===== src/rtl/rf_write_arbiter.sv =====
// rf_write_arbiter: shares the single register-file write port between two
// writeback requesters (req0 = ALU, req1 = load unit).
//
// Each requester has a one-entry holding slot with a valid/ready handshake.
// Slots are arbitrated round-robin. The winner drives a registered, active-low
// write strobe with its address and data. Accepted writes to x0 are consumed
// and dropped. Decode can query whether a write to a given index is still
// pending or is being issued this cycle. A wrapping counter tracks issued writes.
//
// Ports:
//   clk, rst                  clock (rising edge), async active-low reset
//   req{0,1}_valid/ready      requester handshake
//   req{0,1}_addr/data        requester destination index and write data
//   rf_write_n/addr/data      registered register-file write port
//   rf_grant                  requester that owns the current strobe
//   q_addr, q_hit             hazard lookup (q_hit is combinational)
//   wr_count                  issued-write counter, wraps
module rf_write_arbiter #(
  parameter int unsigned ADDR_W    = 5,
  parameter int unsigned DATA_W    = 32,
  parameter int unsigned PRIO_INIT = 0,
  parameter int unsigned CNT_W     = 16
) (
  input  logic              clk,
  input  logic              rst,
  input  logic              req0_valid,
  output logic              req0_ready,
  input  logic [ADDR_W-1:0] req0_addr,
  input  logic [DATA_W-1:0] req0_data,
  input  logic              req1_valid,
  output logic              req1_ready,
  input  logic [ADDR_W-1:0] req1_addr,
  input  logic [DATA_W-1:0] req1_data,
  output logic              rf_write_n,
  output logic [ADDR_W-1:0] rf_addr,
  output logic [DATA_W-1:0] rf_data,
  output logic              rf_grant,
  input  logic [ADDR_W-1:0] q_addr,
  output logic              q_hit,
  output logic [CNT_W-1:0]  wr_count
);

  // Holding slots
  logic              pend0_q, pend0_d;
  logic [ADDR_W-1:0] addr0_q, addr0_d;
  logic [DATA_W-1:0] data0_q, data0_d;
  logic              pend1_q, pend1_d;
  logic [ADDR_W-1:0] addr1_q, addr1_d;
  logic [DATA_W-1:0] data1_q, data1_d;

  // Round-robin pointer: requester that wins the next tie
  logic ptr_q, ptr_d;

  // Registered write port
  logic              wn_q, wn_d;
  logic [ADDR_W-1:0] waddr_q, waddr_d;
  logic [DATA_W-1:0] wdata_q, wdata_d;
  logic              wgrant_q, wgrant_d;
  logic [CNT_W-1:0]  cnt_q, cnt_d;

  logic gnt0, gnt1, acc0, acc1;

  always_comb begin
    gnt0 = pend0_q && (!pend1_q || !ptr_q);
    gnt1 = pend1_q && (!pend0_q || ptr_q);
  end

  // A slot may refill on the same edge it issues. Ready is forced low in reset.
  assign req0_ready = rst && (!pend0_q || gnt0);
  assign req1_ready = rst && (!pend1_q || gnt1);
  assign acc0       = req0_valid && req0_ready;
  assign acc1       = req1_valid && req1_ready;

  always_comb begin
    pend0_d = pend0_q;
    addr0_d = addr0_q;
    data0_d = data0_q;
    if (gnt0) pend0_d = 1'b0;
    if (acc0) begin
      // x0 writes are consumed but never become pending
      pend0_d = (req0_addr != '0);
      addr0_d = req0_addr;
      data0_d = req0_data;
    end
  end

  always_comb begin
    pend1_d = pend1_q;
    addr1_d = addr1_q;
    data1_d = data1_q;
    if (gnt1) pend1_d = 1'b0;
    if (acc1) begin
      pend1_d = (req1_addr != '0);
      addr1_d = req1_addr;
      data1_d = req1_data;
    end
  end

  always_comb begin
    ptr_d    = ptr_q;
    wn_d     = 1'b1;
    waddr_d  = waddr_q;
    wdata_d  = wdata_q;
    wgrant_d = wgrant_q;
    cnt_d    = cnt_q;
    if (gnt0) begin
      ptr_d    = 1'b1;
      wn_d     = 1'b0;
      waddr_d  = addr0_q;
      wdata_d  = data0_q;
      wgrant_d = 1'b0;
      cnt_d    = cnt_q + CNT_W'(1);
    end else if (gnt1) begin
      ptr_d    = 1'b0;
      wn_d     = 1'b0;
      waddr_d  = addr1_q;
      wdata_d  = data1_q;
      wgrant_d = 1'b1;
      cnt_d    = cnt_q + CNT_W'(1);
    end
  end

  always_ff @(posedge clk or negedge rst) begin
    if (!rst) begin
      pend0_q  <= 1'b0;
      addr0_q  <= '0;
      data0_q  <= '0;
      pend1_q  <= 1'b0;
      addr1_q  <= '0;
      data1_q  <= '0;
      ptr_q    <= 1'(PRIO_INIT);
      wn_q     <= 1'b1;
      waddr_q  <= '0;
      wdata_q  <= '0;
      wgrant_q <= 1'b0;
      cnt_q    <= '0;
    end else begin
      pend0_q  <= pend0_d;
      addr0_q  <= addr0_d;
      data0_q  <= data0_d;
      pend1_q  <= pend1_d;
      addr1_q  <= addr1_d;
      data1_q  <= data1_d;
      ptr_q    <= ptr_d;
      wn_q     <= wn_d;
      waddr_q  <= waddr_d;
      wdata_q  <= wdata_d;
      wgrant_q <= wgrant_d;
      cnt_q    <= cnt_d;
    end
  end

  assign rf_write_n = wn_q;
  assign rf_addr    = waddr_q;
  assign rf_data    = wdata_q;
  assign rf_grant   = wgrant_q;
  assign wr_count   = cnt_q;

  // Covers both queued writes and the write currently on the port
  assign q_hit = rst && (q_addr != '0) &&
                 ((pend0_q && (addr0_q == q_addr)) ||
                  (pend1_q && (addr1_q == q_addr)) ||
                  (!wn_q && (waddr_q == q_addr)));

endmodule


===== config.mk =====
export PLATFORM = sky130hd
export DESIGN_NAME = rf_write_arbiter
export DESIGN_NICKNAME = d
export VERILOG_FILES = /design/src/rtl/rf_write_arbiter.sv
export SDC_FILE = /design/constraint.sdc
export NUM_CORES = 1
export LEC_CHECK = 0
export ABC_AREA = 1
export ABC_CLOCK_PERIOD_IN_PS = 2700
export CAP_MARGIN = 20
export CORE_ASPECT_RATIO = 0.9
export CORE_MARGIN = 2
export CORE_UTILIZATION = 35
export DETAILED_ROUTE_END_ITERATION = 6
export MAX_ROUTING_LAYER = met4
export PLACE_DENSITY_LB_ADDON = 0.12
export SLEW_MARGIN = 30
export SYNTH_ARGS = -nofsm -noshare
export SYNTH_HDL_FRONTEND = slang
export SYNTH_SLANG_ARGS = --single-unit

===== constraint.sdc =====
create_clock -name clk -period 2.7 [get_ports clk]
set_input_delay 0.54 -clock clk [delete_from_list [all_inputs] [get_ports clk]]
set_output_delay 0.54 -clock clk [all_outputs]
set_load 0.02 [all_outputs]

==> impl_summary.log, run 1 <==
[metrics] post-synthesis sequential element count: 132
[metrics] part of the power in combinational logic: 28.6%
[metrics] Switch Pwr: 2.24 mW
[metrics] drt pass-1 iters: 5
[metrics] total gr overflow: 0
[metrics] number of design rule violations left after detail routing: 0
[metrics] worst path cell trace: clkdlybuf4s50_1 -> inv_1 -> nand2_1 -> nand2_1 -> nor2_1 -> nand3_1 -> nand3_1 -> nand2_1 -> inv_1 -> dlygate4sd2_1
[metrics] final weighted congestion in routability-driven placement: 0.876
[metrics] starting density of the core: 35.3%
[metrics] TritonCTS clock tree: done
[metrics] minimum period implied by the final worst setup slack: 2.51 ns
[metrics] unrepaired setup endpoints after global routing: false
[metrics] most common cell after layout, fill and taps aside: sky130_fd_sc_hd__nand2_1
[metrics] classification of the worst setup path: input pin to output port
[metrics] GRT Util Overall: 20.1%
[metrics] transition time at the pin with the least slew margin: 0.866 ns
[metrics] Sw Share: 32.4%
[metrics] Post-Layout Inst Area: 7800 um2
[metrics] cell count after placement: 995
[metrics] detailed-route wire length: 15,700 um
[metrics] proportion of layout cells with a drive suffix above 1: 6.94%
[metrics] number of I/O port buffers: 140
[metrics] Max IR drop VDD: 0.456 mV
[metrics] worst setup skew after layout: 0.00622 ns
[metrics] largest fanout of any net on the critical path: 5
[metrics] number of failing setup endpoints in the final timing report: 0
[metrics] Avg WL per Cell: 15.2 um
[metrics] outcome: finished, final reports clean
[metrics] end-of-flow core utilization: 48.9%
[metrics] Synth-to-Final Area Change: 38.4%
[metrics] Non-Filler Instances: 1,028
[metrics] Fillers: 1,552
[metrics] chip height: 124 um
[metrics] violation count after the first detailed-routing iteration: 312
[metrics] largest net degree at the start of global routing: 69
[metrics] row count: 44
[metrics] synthesized netlist net count: 745
[metrics] Clock H-tree levels: 4
[metrics] ports placed on the boundary: 141
[metrics] Worst Path Arrival: 1.97 ns
[metrics] power density relative to cell area: 883 nW/um2
[metrics] global-route wire length before repair: 25,600 um
[metrics] Final Max Tran Viols: 0
[metrics] stage delay of the slowest cell on the critical path: 0.52 ns
[metrics] clock latency on the worst-skew pair: 0.41 ns
[metrics] crit path max-delay cell type: sky130_fd_sc_hd__clkdlybuf4s50_1
[metrics] overall die area: 17,100 um2
[metrics] required time at the endpoint of the critical path: 2.16 ns
[metrics] share of the yosys chip area belonging to registers: 58.6%
[metrics] final worst-path setup slack: 0.186 ns
[metrics] maximum buffer depth of the clock tree: 2
[metrics] standard cell area after detailed placement: 7240 um2
[metrics] combined area of all synthesized cells: 5640 um2
[metrics] core footprint: 16,000 um2
[metrics] routed vias/inst: 4.69
[metrics] leakage power: 3.80 nW
[metrics] number of diodes added for antenna fixing: 0
[metrics] overall die width: 138 um
[metrics] Total Neg Setup Slack: 0 ns
[metrics] slew margin rel.: 42.3%
[metrics] setup slack of the most critical reg-to-reg path: 0.84 ns
[metrics] number of cells produced by synthesis: 661
[metrics] max-capacitance violation count: 0
[metrics] Final Hold Viols: 0
[metrics] sequential share of power: 40.1%
[metrics] distinct cell type count of the synthesized netlist: 29
[metrics] worst min path class: input pin to asynchronous set/reset pin
[metrics] net count reported at finish: 892
[metrics] startpoint class of the critical path: input pin
[metrics] dominant cell type by area after synthesis: sky130_fd_sc_hd__dfrtp_1
[metrics] setup slack after placement: -0.0636 ns
[metrics] total of warnings raised by yosys: 0
[metrics] clock slew at the register clock pins of the worst setup and hold paths: 0.06 ns
[metrics] most frequent cells in the layout: sky130_fd_sc_hd__nand2_1 (336), sky130_fd_sc_hd__clkdlybuf4s50_1 (138), sky130_fd_sc_hd__dfrtp_1 (131)
[metrics] area of the multi-input gates: 2010 um2
[metrics] final critical-path share of the clock period: 93.1%
[metrics] number of buffers inserted during clock tree synthesis: 17
[metrics] combined flip-flop and latch cell area: 3300 um2
[metrics] count of nets left with antenna violations after detail routing: 0
[metrics] top cell type's share of synthesized area: 58.1%
[metrics] most frequent CP cell: sky130_fd_sc_hd__nand2_1
[metrics] Clk pwr share: 31.3%
[metrics] clock sink count: 132
[metrics] main area contributors after synthesis: sky130_fd_sc_hd__dfrtp_1 (58%), sky130_fd_sc_hd__nand2_1 (22%), sky130_fd_sc_hd__nand3_1 (3.0%)
[metrics] Detail Placement HPWL: 10,400 um
[metrics] Post-Syn Area per Cell: 8.53 um2
[metrics] initial antenna violation count: 0
[metrics] routed via count: 4,822
[metrics] CTS root buffer: sky130_fd_sc_hd__clkbuf_16
[metrics] cell-internal power: 4.66 mW
[metrics] Peak Freq: 0.398 GHz
[metrics] vias in the first global route: 4,905
[metrics] CP endpoint kind: output port
==> power groups by stage <==
stage | clock [mW] | sequential, mW | combinational, mW
after floorplan | 0 | 3.06 | 0.722
after global placement | 0 | 2.79 | 1.98
after detailed placement | 0 | 2.79 | 2.00
after CTS | 2.21 | 2.77 | 2.01
after global routing | 2.30 | 2.83 | 2.16
final | 2.16 | 2.77 | 1.97
==> metrics by stage <==
stage	power, mW	hold slack, ns
finish	6.89	0.105
global route	7.29	0.0845
CTS	6.99	0.0957
detailed placement	4.79	0.397
global placement	4.77	0.397
floorplan	3.78	0.244
==> cell families after synthesis <==
family | after synthesis | share of synthesized area, %
AND/OR/NAND/NOR | 409 | 29.0
XOR/XNOR | 15 | 2.33
AO/OA/AOI/OAI | 37 | 4.06
buffers and inverters | 67 | 5.77
flip-flops | 132 | 58.6
adder cells (fa/ha/maj) | 1 | 0.222
==> registers in the layout, summed over array words and instances, names as in the netlist, 5 cells and up <==
signal	flops
data0_q	32
rf_addr	5
addr0_q	5
rf_data	32
data1_q	32
wr_count	16
addr1_q	5
==> metal layers <==
layer / vias to the layer above / track usage (%) / wire [um]
met5: - / - / 0
met4: 0 / 4.86 / 175
met3: 18 / 5.45 / 863
met2: 141 / 31.5 / 7430
met1: 2320 / 26.0 / 7180
li1: 2343 / - / -
==> Yosys cell counts <==
| library cell | instances |
|---|---|
| sky130_fd_sc_hd__a21oi_1 | 2 |
| sky130_fd_sc_hd__and2_4 | 1 |
| sky130_fd_sc_hd__buf_2 | 12 |
| sky130_fd_sc_hd__buf_4 | 3 |
| sky130_fd_sc_hd__buf_6 | 6 |
| sky130_fd_sc_hd__clkbuf_1 | 4 |
| sky130_fd_sc_hd__dfrtp_1 | 131 |
| sky130_fd_sc_hd__dfstp_2 | 1 |
| sky130_fd_sc_hd__ha_1 | 1 |
| sky130_fd_sc_hd__inv_1 | 35 |
| sky130_fd_sc_hd__inv_2 | 6 |
| sky130_fd_sc_hd__inv_4 | 1 |
| sky130_fd_sc_hd__nand2_1 | 336 |
| sky130_fd_sc_hd__nand2_2 | 3 |
| sky130_fd_sc_hd__nand2_4 | 1 |
| sky130_fd_sc_hd__nand3_1 | 34 |
| sky130_fd_sc_hd__nand3b_1 | 1 |
| sky130_fd_sc_hd__nand4_1 | 4 |
| sky130_fd_sc_hd__nor2_1 | 23 |
| sky130_fd_sc_hd__nor2_2 | 1 |
| sky130_fd_sc_hd__nor2_4 | 2 |
| sky130_fd_sc_hd__nor3_1 | 1 |
| sky130_fd_sc_hd__nor4_1 | 2 |
| sky130_fd_sc_hd__o211ai_1 | 10 |
| sky130_fd_sc_hd__o21ai_0 | 3 |
| sky130_fd_sc_hd__o21ai_1 | 17 |
| sky130_fd_sc_hd__o221ai_1 | 5 |
| sky130_fd_sc_hd__xnor2_1 | 7 |
| sky130_fd_sc_hd__xor2_1 | 8 |
==> path summary, 6_finish.rpt <==
| check | to | depth (start not counted) | startpoint |
|---|---|---|---|
| max | q_hit | 10 | q_addr[2] |
| min | addr0_q[4] | 2 | rst |
| min in group clk | data0_q[11] | 2 | data0_q[11] |
| max in group asynchronous | wr_count[14] | 2 | rst |
| max reg2reg | rf_data[29] | 7 | pend0_q |
| min reg2reg | data0_q[11] | 2 | data0_q[11] |
==> layout make-up <==
type                    instances  area share (%)
clock buffers                  24            6.17
clock inverters                 8           0.978
inverters                      42            2.05
multi-input cells             462            25.7
flip-flops and latches        132            42.3
well taps                     207            3.32
repair buffers                153            19.4
==> critical path, delay by kind of cell <==
kind	cells	cell delay [ns]
buffers and inverters	4	0.98
AND/OR/NAND/NOR	6	0.45
==> what timing repair did <==
item                                   4_1_cts  5_1_grt
endpoints found under the hold margin       14        0
gates resized for setup                      1        0
hold buffers                                 1        0
setup endpoints to repair                    1        0
setup buffers                                0        0
Power figures use the tool's default switching activity.
==> inputs of run 2 (changes only) <==
--- a/config.mk
+++ b/config.mk
@@ -14,7 +14,9 @@
 export DETAILED_ROUTE_END_ITERATION = 6
 export MAX_ROUTING_LAYER = met4
 export PLACE_DENSITY_LB_ADDON = 0.12
+export SKIP_CTS_REPAIR_TIMING = 1
 export SLEW_MARGIN = 30
 export SYNTH_ARGS = -nofsm -noshare
 export SYNTH_HDL_FRONTEND = slang
 export SYNTH_SLANG_ARGS = --single-unit
+export TNS_END_PERCENT = 20
==> run 2 against run 1 <==
Net effect:
- count of clock-buffer cells in the layout is the same
- sequential power is essentially flat
- die area is the same
- final area is essentially flat
- register-to-register slack lost 0.02 ns
- fmax grew 2.4%
==> impl_summary.log, run 2 (same netlist as run 1, synthesis figures left out) <==
[metrics] power density relative to cell area: 884 nW/um2 (was 883 nW/um2)
[metrics] net count reported at finish: 892 (unchanged)
[metrics] largest net degree at the start of global routing: 69 (unchanged)
[metrics] violation count after the first detailed-routing iteration: 334 (was 312)
[metrics] Detail Placement HPWL: 10,400 um (unchanged)
[metrics] ports placed on the boundary: 141 (unchanged)
[metrics] R2R Path Start: pend0_q (unchanged)
[metrics] outcome: finished, final reports clean (unchanged)
[metrics] initial antenna violation count: 0 (unchanged)
[metrics] Fillers: 1,552 (unchanged)
[metrics] end-of-flow core utilization: 48.9% (about the same)
[metrics] Post-Layout Inst Area: 7810 um2 (was 7800 um2)
[metrics] Final Hold Viols: 0 (unchanged)
[metrics] chip height: 124 um (unchanged)
[metrics] vias in the first global route: 4,896 (was 4,905)
[metrics] row count: 44 (unchanged)
[metrics] number of diodes added for antenna fixing: 0 (unchanged)
[metrics] cell count of the worst reg-to-reg path: 7 (unchanged)
[metrics] overall die area: 17,100 um2 (unchanged)
[metrics] core footprint: 16,000 um2 (unchanged)
[metrics] clock slew at the register clock pins of the worst setup and hold paths: 0.06 ns (about the same)
[metrics] Synth-to-Final Area Change: 38.5% (was 38.4%)
[metrics] drt pass-1 iters: 4 (was 5)
[metrics] final critical-path share of the clock period: 90.9% (was 93.1%)
[metrics] detailed-route wire length: 15,700 um (about the same)
[metrics] routed via count: 4,808 (was 4,822)
[metrics] minimum period implied by the final worst setup slack: 2.45 ns (was 2.51 ns)
[metrics] worst min path class: input pin to asynchronous set/reset pin (unchanged)
[metrics] total gr overflow: 0 (unchanged)
[metrics] most common cell after layout, fill and taps aside: sky130_fd_sc_hd__nand2_1 (unchanged)
[metrics] slew margin rel.: 42.1% (was 42.3%)
[metrics] RR Endpoint: rf_data[29] (unchanged)
[metrics] max-capacitance violation count: 0 (unchanged)
[metrics] unrepaired setup endpoints after global routing: false (unchanged)
[metrics] routed vias/inst: 4.68 (was 4.69)
[metrics] TritonCTS clock tree: done (unchanged)
[metrics] standard cell area after detailed placement: 7240 um2 (unchanged)
[metrics] largest fanout of any net on the critical path: 5 (unchanged)
[metrics] number of design rule violations left after detail routing: 0 (unchanged)
[metrics] GRT Util Overall: 20.0% (was 20.1%)
[metrics] Clock H-tree levels: 4 (unchanged)
[metrics] Final Max Tran Viols: 0 (unchanged)
[metrics] number of buffers inserted during clock tree synthesis: 17 (unchanged)
[metrics] worst setup skew after layout: 0.00784 ns (was 0.00622 ns)
[metrics] CP endpoint kind: output port (unchanged)
[metrics] Peak Freq: 0.407 GHz (was 0.398 GHz)
[metrics] starting density of the core: 35.3% (unchanged)
[metrics] setup slack of the most critical reg-to-reg path: 0.82 ns (was 0.84 ns)
[metrics] classification of the worst setup path: flop to output port (was input pin to output port)
[metrics] number of I/O port buffers: 140 (unchanged)
[metrics] number of failing setup endpoints in the final timing report: 0 (unchanged)
[metrics] overall die width: 138 um (unchanged)
[metrics] most frequent cells in the layout: sky130_fd_sc_hd__nand2_1 (336), sky130_fd_sc_hd__clkdlybuf4s50_1 (138), sky130_fd_sc_hd__dfrtp_1 (131) (unchanged)
[metrics] global-route wire length before repair: 25,500 um (was 25,600 um)
[metrics] maximum buffer depth of the clock tree: 2 (unchanged)
[metrics] leakage power: 3.81 nW (was 3.80 nW)
[metrics] Total Neg Setup Slack: 0 ns (unchanged)
[metrics] proportion of layout cells with a drive suffix above 1: 6.94% (unchanged)
[metrics] transition time at the pin with the least slew margin: 0.869 ns (was 0.866 ns)
[metrics] final weighted congestion in routability-driven placement: 0.876 (unchanged)
[metrics] clock sink count: 132 (unchanged)
[metrics] Avg WL per Cell: 15.3 um (was 15.2 um)
[metrics] clock latency on the worst-skew pair: 0.41 ns (about the same)
[metrics] required time at the endpoint of the critical path: 2.16 ns (about the same)
[metrics] CTS root buffer: sky130_fd_sc_hd__clkbuf_16 (unchanged)
[metrics] startpoint class of the critical path: flop (was input pin)
[metrics] Max IR drop VDD: 0.458 mV (was 0.456 mV)
[metrics] count of nets left with antenna violations after detail routing: 0 (unchanged)
[metrics] Worst Path Arrival: 1.91 ns (was 1.97 ns)
run 2: cell types whose count changed in the layout (fill, tap and decap cells not counted):
cell                             delta
sky130_fd_sc_hd__dlymetal6s2s_1     +1
sky130_fd_sc_hd__dlygate4sd2_1      -1
run 2: power by group:
group          switching (mW)  internal, mW  leakage [nW]  total, mW
Combinational            1.10         0.877          1.90       1.97
Sequential              0.321          2.45          1.64       2.77
Clock                   0.826          1.33         0.266       2.16
Total                    2.24          4.66          3.81       6.90
run 2: critical path: stages, from the launching register on:
cell and delay, ns:
sky130_fd_sc_hd__dfrtp_1 0.49, sky130_fd_sc_hd__nand2_1 0.13, sky130_fd_sc_hd__nor2_1 0.17, sky130_fd_sc_hd__inv_2 0.05, sky130_fd_sc_hd__nand2_2 0.09, sky130_fd_sc_hd__inv_1 0.05
sky130_fd_sc_hd__clkdlybuf4s50_1 0.53
run 2: metal layers:
| layer | GRT usage [%] | share of wire, % | vias to the layer above |
|---|---|---|---|
| li1 | - | - | 2340 |
| met1 | 25.7 | 46 | 2328 |
| met2 | 31.5 | 48 | 125 |
| met3 | 5.62 | 5.6 | 15 |
| met4 | 4.38 | 0.80 | 0 |
| met5 | - | 0 | - |
run 2: stage by stage:
step           setup WS, ns  power [mW]  hold WS (ns)  std cells
2_1_floorplan          1.06        3.78         0.244        661
3_3_place_gp        -0.0654        4.77         0.397        995
3_5_place_dp        -0.0636        4.79         0.397        995
4_1_cts             -0.0774        6.99       -0.0475       1027
5_1_grt               0.132        7.29        0.0842       1028
6_report              0.246        6.90         0.105       1028
run 2: how the worst max path moves through the flow:
stage,to,from
after global placement,q_hit,q_addr[4]
after floorplan,q_hit,q_addr[2]
final,req0_ready,pend1_q
after CTS,q_hit,q_addr[2]
after global routing,q_hit,q_addr[2]
after detailed placement,q_hit,q_addr[4]
run 2: area by class of cell:
cell class                 count  area, um2  area share, %
sequential                   132       3300           42.3
multi-input combinational    462       2010           25.7
timing repair buffer         153       1520           19.4
clock buffer                  24        482           6.17
tap                          207        259           3.32
inverter                      42        160           2.05
clock inverter                 8       76.3          0.978
==> patch 1 (flow settings as in run 1) <==
`DATA_W`: 32 -> 36.
--- a/src/rtl/rf_write_arbiter.sv
+++ b/src/rtl/rf_write_arbiter.sv
@@ -19,3 +19,3 @@
   parameter int unsigned ADDR_W    = 5,
-  parameter int unsigned DATA_W    = 32,
+  parameter int unsigned DATA_W    = 36,
   parameter int unsigned PRIO_INIT = 0,
Interface: changed (resized req0_data, req1_data and rf_data); port bits go from 141 to 153. No check against the original RTL was run, so the function may have changed too.
==> patch 1 against run 1 <==
  * Sequential cell count is 12 higher
  * Non-clock buffer count is 16 higher
  * Area after synthesis is 7.4% higher
  * Sequential power is 9.0% higher
  * Worst setup slack better by 110 ps
  * Cell area is 9.2% higher
  * Routed wire length is 4.7% higher
  * Power is 13% higher
  * Highest routed layer unchanged
==> patch 1: results (changes against run 1) <==
Yosys
  • Syn nets: 803 (+7.8%)
  • Synth area leaders: dfrtp_1, nand2_1, nand3_1
  • Top post-synthesis cells by count: nand2_1, dfrtp_1, inv_1
  • Mapped Avg Cell Area: 8.52 um^2 (-0.14%)
  • Sequential-to-total area share from yosys stat: 0.595 (+0.00914)

Worst setup path
  • Reg2reg end: pend0_q$_DFFE_PN0P_
  • Slowest-stage cell, CP: clkdlybuf4s50_1
  • Reg2reg start: pend1_q$_DFFE_PN0P_
  • Startpoint types: flop
  • R2r setup slk: 800 ps (-40 ps)
  • Critical path endpoint: req0_ready

Floorplan
  • Die ar.: 0.0184 mm^2 (+7.2%)

GRT
  • Largest net degree at the start of global routing: 75 (+8.7%)
  • Gr usage total: 0.193 (-0.00763)
  • Vias in the first global route: 5,277 (+7.6%)

Power
  • Design Power: 0.00778 W (+13%)
  • Clock network power share: 0.338 (+0.025)
  • Psw: 0.00241 W (+7.7%)
  • Maximum VDD drop: 0.485 mV (+6.3%)

Final layout
  • Seq/total area: 0.423 (about the same)
  • Nets: 963 (+8.0%)
  • Clock buffers and inverters, area share: 0.0780 (+0.00648)
  • Comb_multi_in: 492 (+6.5%)
  • NonClk Buf Share: 0.197 (+0.00250)
  • Fill count: 1,608 (+3.6%)
  • Multi-input logic area: 0.00214 mm^2 (+6.4%)
  • Inverters: 47 (+12%)

STA
  • Min Hold Slack: 96.9 ps (-7.93 ps)
  • Clock skew: 9.56 ps (+3.35 ps)
  • Worst-margin pin slew: 802 ps (-63.4 ps)

Placement
  • Cell Area, Placed: 0.00784 mm^2 (+8.3%)
  • Worst slack, placed: -92.1 ps (-28.5 ps)
  • Dpl hpwl: 11,200 um (+7.1%)
  • IO Port Bufs: 152 (+8.6%)
  • RePlAce Congestion: 0.922 (+5.3%)

Route
  • Routed WL: 16,400 um (+4.7%)
  • DRT Pass-1 Iters: 4 (-1)

Run status
  • Status: complete, no violations
-- patch 1: routing by layer --
| metal | GRT usage | share of wire | up-vias | wire length, um |
|---|---|---|---|---|
| met5 | - | 0 | - | 0 |
| met4 | 0.0466 | 0.0045 | 0 | 74 |
| met3 | 0.0454 | 0.052 | 5 | 848 |
| met2 | 0.300 | 0.47 | 125 | 7710 |
| met1 | 0.258 | 0.47 | 2428 | 7760 |
| li1 | - | - | 2523 | - |
-- patch 1: logic make-up after synthesis --
logic type / Yosys count / share of synthesized area
adder cells (fa/ha/maj): 1 / 0.00207
AND/OR/NAND/NOR: 428 / 0.279
buffers and inverters: 75 / 0.0529
flip-flops: 144 / 0.595
XOR/XNOR: 15 / 0.0217
AO/OA/AOI/OAI: 48 / 0.0492
-- patch 1: worst reg2reg max path: stages, from the launching register on --
cell and delay (ps):
dfrtp_1 480, nand2_1 130, nor2_2 140, inv_2 50
nand2_2 80, nor2_4 50, inv_2 580, o21ai_0 230
==> patch 2 (settings of run 1) <==
Without the edit above. Take the reset off `data1_q` and load it in a clocked block of its own.
--- a/src/rtl/rf_write_arbiter.sv
+++ b/src/rtl/rf_write_arbiter.sv
@@ -129,3 +129,2 @@
       addr1_q  <= '0;
-      data1_q  <= '0;
       ptr_q    <= 1'(PRIO_INIT);
@@ -142,3 +141,2 @@
       addr1_q  <= addr1_d;
-      data1_q  <= data1_d;
       ptr_q    <= ptr_d;
@@ -150,2 +148,6 @@
     end
+  end
+
+  always_ff @(posedge clk) begin
+    data1_q <= data1_d;
   end
Behaviour: no difference found for any inputs over 4 cycles, from zero or initial values and one cycle with rst low; that may be too few to reach the edited logic, so the function may still have changed.
==> patch 2 against run 1 <==
  * Synthesized cell count fell by 14%
  * Power fell by 1.2%
  * Critical endpoint unchanged
  * Routed wire length fell by 10%
  * Cell area fell by 2.9%
  * Sequential cell count did not move
  * Worst setup slack got worse by 32 ps
  * Area after synthesis fell by 4.6%
  * Sequential share of layout area rose by 3.4 points
==> patch 2: results (changes against run 1) <==
Worst setup path
  • Slowest-stage cell, CP: clkdlybuf4s50_1
  • R2R cell count: 6 (-1)
  • WP data arrival: 2010 ps (+40 ps)
  • CP Max Fanout: 4 (-1)
  • CP delay by family, top: buffers and inverters

Placement
  • RePlAce Congestion: 0.835 (-4.7%)
  • Cell Area, Placed: 0.00698 mm^2 (-3.5%)
  • Worst slack, placed: -108 ps (-44.0 ps)
  • IO Port Bufs: 140 (unchanged)
  • Dpl hpwl: 9240 um (-11%)
  • Cell Count Post-Placement: 897 (-9.8%)

Yosys
  • Sequential-to-total area share from yosys stat: 0.644 (+0.0578)
  • Mapped Avg Cell Area: 9.42 um^2 (+10%)
  • FFs w/ async S/R, synth: 0.758 (-0.242)
  • Synth cell types: 30 (+3.4%)
  • Synth area leaders: dfrtp_1, nand2_1, edfxtp_1
  • Top post-synthesis cells by count: nand2_1, dfrtp_1, nand3_1
  • EDFF count, synth: 32 (+32)
  • Syn nets: 655 (-12%)

GRT
  • Global-route wire length before repair: 22,700 um (-12%)
  • Gr usage total: 0.188 (-0.0126)
  • Vias in the first global route: 4,349 (-11%)
  • Largest net degree at the start of global routing: 63 (-8.7%)

Power
  • Sw Share: 0.306 (-0.0185)
  • Leak pwr: 3.49 nW (-8.2%)
  • Maximum VDD drop: 0.502 mV (+10%)

CTS
  • Max Buffers Root-to-Sink: 2 (unchanged)
  • Setup bufs post-CTS: 0 (unchanged)
  • Inserted Clock Buffers: 17 (unchanged)
  • Clock transition at path regs: 60 ps (about the same)
  • Worst-Skew Late Latency: 420 ps
  • Root buf cell: clkbuf_16

Final layout
  • Cell Count, Final, Fillers Out: 929 (-9.6%)
  • Fill count: 1,390 (-10%)
  • Antenna Cells: 0 (unchanged)
  • Layout cells sized above 1: 0.0670 (-0.00240)
  • Nets: 802 (-10%)

Route
  • Initial drt markers: 267 (-14%)
  • Drt wl/cell: 15.1 um (-0.89%)
  • DRT Pass-1 Iters: 4 (-1)
  • Vias: 4,244 (-12%)

STA
  • Clock skew: 6.82 ps (+0.608 ps)
  • Worst-margin pin slew: 817 ps (-48.4 ps)

Run status
  • Status: complete, no violations

Worst hold path
  • Hold Path Class: in -> async
[patch 2: kinds of logic after synthesis]
kind of cell | count (synthesis) | share of synthesized area
simple gates | 351 | 0.263
flops | 132 | 0.644
buf+inv | 53 | 0.0453
compound gates | 19 | 0.0214
xor+xnor | 15 | 0.0244
fa+ha+maj | 1 | 0.00233
[patch 2: layout make-up]
type,count,area [um^2],area share
well taps,198,248,0.0327
flip-flops and latches,132,3460,0.457
inverters,34,130,0.0172
repair buffers,147,1460,0.193
clock inverters,10,131,0.0173
multi-input cells,386,1680,0.221
clock buffers,22,465,0.0614
[patch 2: timing repair]
item / CTS / global route
endpoints found under the setup margin: 1 / 0
hold buffers: 0 / 0
resized for setup: 1 / 0
[patch 2: layer usage]
metal  global-route usage  wire [um]  share of wire  vias up
met1                0.243       6530           0.47     2002
met5                    -          0              0        -
met3               0.0491        737          0.053       21
met4               0.0737        298          0.021        0
li1                     -          -              -     2100
met2                0.284       6450           0.46      121
[patch 2: final timing paths]
check	startpoint	to	slack, ps
setup / recovery	q_addr[1]	q_hit	150
hold / removal	rst	addr0_q[4]$_DFFE_PN0P_	260
setup reg to reg	pend1_q$_DFFE_PN0P_	rf_addr[3]$_DFFE_PN0N_	890
hold reg to reg	data1_q[12]$_DFFE_PP_	rf_data[12]$_DFFE_PN0N_	450
max in group asynchronous	rst	data0_q[12]$_DFFE_PN0P_	1760
min in group clk	data1_q[12]$_DFFE_PP_	rf_data[12]$_DFFE_PN0N_	450
[patch 2: power by group through the flow]
stage	Combinational, W	Sequential [W]	Clock, W
floorplan	0.000619	0.00300	0
global placement	0.00177	0.00275	0
detailed placement	0.00179	0.00275	0
CTS	0.00179	0.00273	0.00238
global route	0.00192	0.00277	0.00249
finish	0.00176	0.00272	0.00233
